$ cat src/rtl/subtractor_pkg.sv
`default_nettype none
// ============================================================================
//  Module   : subtractor_pkg
//  Brief    : Shared types and helpers for the serial ripple-borrow subtractor.
//  Revision : 1.0 - initial release
// ============================================================================
package subtractor_pkg;

    typedef enum logic [1:0] {
        ST_IDLE = 2'd0,
        ST_BUSY = 2'd1,
        ST_DONE = 2'd2
    } state_t;

    function automatic int slice_count(input int nbits, input int bpc);
        return nbits / bpc;
    endfunction

    // A single-slice configuration still needs a one-bit counter.
    function automatic int cnt_width(input int nbits, input int bpc);
        int s;
        s = nbits / bpc;
        return (s > 1) ? $clog2(s) : 1;
    endfunction

    function automatic logic sub_overflow(input logic a_msb, input logic b_msb,
                                          input logic r_msb);
        return (a_msb != b_msb) && (r_msb != a_msb);
    endfunction

endpackage
`default_nettype wire

$ cat src/rtl/subtractor_slice.sv
`default_nettype none
// ============================================================================
//  Module   : subtractor_slice
//  Brief    : Combinational ripple-borrow subtractor over one operand slice.
//  Revision : 1.0 - initial release
// ============================================================================
module subtractor_slice #(
    parameter int BITS_PER_CYCLE = 1
) (
    input  logic [BITS_PER_CYCLE-1:0] a,
    input  logic [BITS_PER_CYCLE-1:0] b,
    input  logic                      bin,
    output logic [BITS_PER_CYCLE-1:0] diff,
    output logic                      bout
);

    logic [BITS_PER_CYCLE:0] w_chain;

    assign w_chain[0] = bin;

    generate
        for (genvar i = 0; i < BITS_PER_CYCLE; i++) begin : g_bit
            assign diff[i]      = a[i] ^ b[i] ^ w_chain[i];
            assign w_chain[i+1] = (~a[i] & b[i]) | (~(a[i] ^ b[i]) & w_chain[i]);
        end
    endgenerate

    assign bout = w_chain[BITS_PER_CYCLE];

endmodule
`default_nettype wire

$ cat src/rtl/serial_ripple_subtractor.sv
`default_nettype none
// ============================================================================
//  Module   : serial_ripple_subtractor
//  Brief    : Multi-cycle A - B - borrowin, BITS_PER_CYCLE bits per cycle,
//             valid/ready handshakes on both sides.
//  Revision : 1.0 - initial release
// ============================================================================
module serial_ripple_subtractor
    import subtractor_pkg::*;
#(
    parameter int NUMBITS        = 16,
    parameter int BITS_PER_CYCLE = 1
) (
    input  logic               clk,
    input  logic               rst,
    input  logic               in_valid,
    output logic               in_ready,
    input  logic [NUMBITS-1:0] A,
    input  logic [NUMBITS-1:0] B,
    input  logic               borrowin,
    output logic               out_valid,
    input  logic               out_ready,
    output logic [NUMBITS-1:0] result,
    output logic               borrowout,
    output logic               overflow,
    output logic               zero
);

    localparam int CNT_W = cnt_width(NUMBITS, BITS_PER_CYCLE);
    localparam logic [CNT_W-1:0] c_last_slice = CNT_W'(slice_count(NUMBITS, BITS_PER_CYCLE) - 1);
    localparam logic [CNT_W-1:0] c_one        = CNT_W'(1);

    state_t               r_state;
    state_t               w_state_next;
    logic [CNT_W-1:0]     r_cnt;
    logic [NUMBITS-1:0]   r_a;
    logic [NUMBITS-1:0]   r_b;
    logic                 r_borrow;
    logic [NUMBITS-1:0]   r_result;
    logic                 r_borrowout;
    logic                 r_overflow;
    logic                 r_zero;
    logic                 r_a_msb;
    logic                 r_b_msb;

    logic [BITS_PER_CYCLE-1:0] w_diff;
    logic                      w_bout;
    logic [NUMBITS-1:0]        w_result_next;
    logic                      w_last;

    subtractor_slice #(
        .BITS_PER_CYCLE (BITS_PER_CYCLE)
    ) u_slice (
        .a    (r_a[BITS_PER_CYCLE-1:0]),
        .b    (r_b[BITS_PER_CYCLE-1:0]),
        .bin  (r_borrow),
        .diff (w_diff),
        .bout (w_bout)
    );

    // Each new slice enters at the MSB end so the LSB slice ends up at bit 0.
    generate
        if (BITS_PER_CYCLE == NUMBITS) begin : g_full
            assign w_result_next = w_diff;
        end else begin : g_shift
            assign w_result_next = {w_diff, r_result[NUMBITS-1:BITS_PER_CYCLE]};
        end
    endgenerate

    assign w_last = (r_cnt == c_last_slice);

    always_ff @(posedge clk) begin
        if (rst) begin
            r_state <= ST_IDLE;
        end else begin
            r_state <= w_state_next;
        end
    end

    always_comb begin
        w_state_next = r_state;
        case (r_state)
            ST_IDLE: if (in_valid)  w_state_next = ST_BUSY;
            ST_BUSY: if (w_last)    w_state_next = ST_DONE;
            ST_DONE: if (out_ready) w_state_next = ST_IDLE;
            default:                w_state_next = ST_IDLE;
        endcase
    end

    always_ff @(posedge clk) begin
        if (rst) begin
            r_cnt       <= '0;
            r_a         <= '0;
            r_b         <= '0;
            r_borrow    <= 1'b0;
            r_result    <= '0;
            r_borrowout <= 1'b0;
            r_overflow  <= 1'b0;
            r_zero      <= 1'b0;
            r_a_msb     <= 1'b0;
            r_b_msb     <= 1'b0;
        end else begin
            case (r_state)
                ST_IDLE: begin
                    if (in_valid) begin
                        r_a      <= A;
                        r_b      <= B;
                        r_borrow <= borrowin;
                        r_cnt    <= '0;
                        r_a_msb  <= A[NUMBITS-1];
                        r_b_msb  <= B[NUMBITS-1];
                    end
                end
                ST_BUSY: begin
                    r_result <= w_result_next;
                    r_a      <= r_a >> BITS_PER_CYCLE;
                    r_b      <= r_b >> BITS_PER_CYCLE;
                    r_borrow <= w_bout;
                    r_cnt    <= r_cnt + c_one;
                    if (w_last) begin
                        r_borrowout <= w_bout;
                        r_overflow  <= sub_overflow(r_a_msb, r_b_msb, w_result_next[NUMBITS-1]);
                        r_zero      <= (w_result_next == '0);
                    end
                end
                default: ;
            endcase
        end
    end

    assign in_ready  = (r_state == ST_IDLE);
    assign out_valid = (r_state == ST_DONE);
    assign result    = r_result;
    assign borrowout = r_borrowout;
    assign overflow  = r_overflow;
    assign zero      = r_zero;

endmodule
`default_nettype wire

$ cat config.mk
export PLATFORM = sky130hd
export DESIGN_NAME = serial_ripple_subtractor
export DESIGN_NICKNAME = d
export VERILOG_FILES = /design/src/rtl/subtractor_pkg.sv /design/src/rtl/subtractor_slice.sv /design/src/rtl/serial_ripple_subtractor.sv
export SDC_FILE = /design/constraint.sdc
export NUM_CORES = 1
export LEC_CHECK = 0
export CAP_MARGIN = 10
export CORE_ASPECT_RATIO = 0.8
export CORE_MARGIN = 2
export CORE_UTILIZATION = 50
export DETAILED_ROUTE_END_ITERATION = 6
export GPL_ROUTABILITY_DRIVEN = 0
export PLACE_DENSITY = 0.79
export SLEW_MARGIN = 20
export SYNTH_ARGS = -nofsm -noshare
export SYNTH_HDL_FRONTEND = slang
export SYNTH_SLANG_ARGS = --single-unit
$ cat constraint.sdc
create_clock -name clk -period 1.8 [get_ports clk]
set_input_delay 0.36 -clock clk [delete_from_list [all_inputs] [get_ports clk]]
set_output_delay 0.36 -clock clk [all_outputs]
set_load 0.02 [all_outputs]
==> flow_summary.yaml <==
sta:
  setup_ws_ps: 92.1
  max_freq_ghz: 0.586
  relSlewSlack: 0.694
  report.final.slew_viol_count: 0
  period_needed_ps: 1710
  rsz0062_at_grt: "false"
  post-route-period-util: 0.949
  tightest_slew_ps: 459
  setup_tns_ps: 0
  setup_viol: 0
  hold_viol: 0
  clock_skew_ps: 8.41
critical_path:
  cp_max_fo: 4
  startpoint_type: "flop"
  crit_slowest_cell: "clkdlybuf4s50_1"
  r2r_setup_slack_ps: 180
  end_kind: "primary output"
  cp_slowest_stage_delay_ps: 620
  path_buf_inv: 1
  rr_endpoint: "zero$_SDFFE_PP0P_"
  arrival_ps: 1350
  critPathRequiredTime_ps: 1440
  r2r-start: "r_b[0]$_SDFFE_PP0P_"
  crit_chain: "clkdlybuf4s50_1"
  cp_top_family: "buffers and inverters"
  worstSetupPathType: "flop to primary output"
  reg2regPathDepth: 5
job:
  max-cap-violations: 0
yosys:
  ys.warnings.count: 0
  synth.cell_area_um2: 2560
  synth_seq_area_share: 0.469
  synthDominantCellAreaShare: 0.469
  synth_cell_types: 33
  synth_edf_count: 0
  postSynthAreaPerCell_um2: 8.11
  yosys-top-cells-count: "nand2_1, dfxtp_1, nor2_1"
  synth.largest_area_cell: "dfxtp_1"
  yosysMostFrequentCell: "nand2_1"
  synth-main-ff-cell: "dfxtp_1"
  synthArstFlopShare: 0
  ys_seq_elements: 60
  syn_inst: 316
  syn_nets: 355
  synth.area.top_cells: "dfxtp_1, nand2_1, a311oi_1"
global_route:
  grt_pass1_wl_um: 9170
  grt_use_met1: 0.270
  busiest_layer: "met2"
  grtUsageMet3: 0.0676
  grt_usage: 0.202
  grt_overflow: 0
  met2_usage: 0.312
  grt_max_degree: 37
  antenna_found_initial: 0
  grt_pass1_vias: 1965
floorplan:
  die_x_um: 84.1
  die_area_um2: 5720
  start_util: 0.515
  die_h_um: 68.0
  coreArea_um2: 4980
  num_rows: 23
  io_pins: 58
power_and_ir_drop:
  clockPowerShare: 0.357
  switchingPower_w: 0.000758
  ir_worst_vdd_v: 0.000524
  switching_share: 0.258
  pwr-share-comb: 0.145
  seqPwrFrac: 0.498
  power_w: 0.00293
  internal_power_w: 0.00218
  p_per_area_nw_per_um2: 882
  leakage_nw: 1.22
routing:
  routedWlPerCell_um: 12.8
  initialDrtViolationCount: 157
  drt_wl_total_um: 5580
  antenna_left: 0
  vias: 2357
  viasPerCell: 5.41
  drt_first_pass_iters: 4
  drc_errors: 0
hold_path:
  worst_hold_path_type: "input port to flop"
  whs_endpoint: "result[14]$_SDFFE_PP0P_"
  hp-start: "rst"
  worstHoldPathCells: 2
clocking:
  clock-sinks: 60
  cts_max_path_buffers: 2
  clk_pin_slew_ps: 60
  cts_root_buf: "clkbuf_8"
  post_cts_buffers: 0
  htree_levels: 3
  cts_hold_buf: 0
  clkLatencyLatePin_ps: 330
  cts_tree: "built"
  numCtsBuffers: 9
finish:
  drive_gt1_frac: 0.0856
  multi_input_area_um2: 1190
  fill_cells: 421
  syn_to_final_growth_pct: 29.8
  nNetsFinal: 409
  postLayoutCellArea_um2: 3330
  n_antenna_cell: 0
  ff_latch_area_um2: 1200
  final_cell_count_no_fill: 436
placement:
  place_ws_ps: 6.24
  dpl.hpwl_um: 3860
  dpl_cell_area_um2: 3160
  port_buffers: 57
  dp.cells: 421
outcome:
  status: "complete, no violations"
-- layout by cell type (no fill, tap or decap), types with 2 or more instances in the layout --
cell and n:
clkinv_2 2, a311oi_1 27, clkbuf_8 11, buf_12 2, nor2_1 34, buf_4 10, nor4_1 4, nor3_1 2
clkbuf_1 2, clkdlybuf4s50_1 54, dfxtp_1 60, a21oi_1 27, dlygate4sd2_1 2, nand3_1 5, o21ai_0 2, nor2b_1 2
a311oi_2 4, inv_1 2, nand2_1 103
-- power groups by stage --
stage               registers, W  logic (W)  clock network [W]
global route             0.00147   0.000472            0.00112
CTS                      0.00146   0.000426            0.00107
floorplan                0.00148   0.000286                  0
detailed placement       0.00149   0.000425                  0
global placement         0.00148   0.000416                  0
finish                   0.00146   0.000425            0.00105
-- routing by layer --
metal / up-vias / part of all wire
li1: 1189 / -
met4: 0 / 0.0081
met5: - / 0
met2: 69 / 0.46
met1: 1094 / 0.48
met3: 5 / 0.058
-- kinds of logic (layout without fill, tap and decap cells) --
group,count (synthesis),in the layout,synth area share
fa+ha+maj,2,2,0.0127
compound gates,65,65,0.187
buf+inv,28,86,0.0669
mux,1,1,0.00390
flops,60,60,0.469
simple gates,160,160,0.261
-- final cells by class --
cell class                 instances  share of cell area
clock inverter                     2             0.00301
clock buffer                      13              0.0478
multi-input combinational        228               0.359
timing repair buffer              69               0.204
sequential                        60               0.361
inverter                           2             0.00226
tap                               62              0.0233
-- metrics by stage --
stage	utilization	hold slack, ps
2_1_floorplan	-	436
3_3_place_gp	0.635	444
3_5_place_dp	0.635	452
4_1_cts	0.668	392
5_1_grt	0.668	411
6_report	0.668	411
-- state kept, by name, indices dropped and copies added, names as in the netlist --
register and count:
r_a 16, r_state 2, r_b_msb 1, r_a_msb 1
r_cnt 4, result 16, overflow 1, r_borrow 1
r_b 16, borrowout 1, zero 1
-- what timing repair did --
item,CTS,global route
endpoints found under the hold margin,0,0
gates resized for setup,2,0
endpoints found under the setup margin,2,0
-- worst max-delay path by stage --
stage	start	end	slack, ps	cells after the start
global route	r_b[0]$_SDFFE_PP0P_	zero$_SDFFE_PP0P_	20	5
finish	result[6]$_SDFFE_PP0P_	result[6]	90	1
global placement	in_valid	r_a[13]$_SDFFE_PP0P_	20	5
CTS	result[6]$_SDFFE_PP0P_	result[6]	70	1
floorplan	r_b[0]$_SDFFE_PP0P_	overflow$_SDFFE_PP0P_	360	5
detailed placement	in_valid	r_a[14]$_SDFFE_PP0P_	6	5
Note: power is estimated with default switching activity, not from simulation.
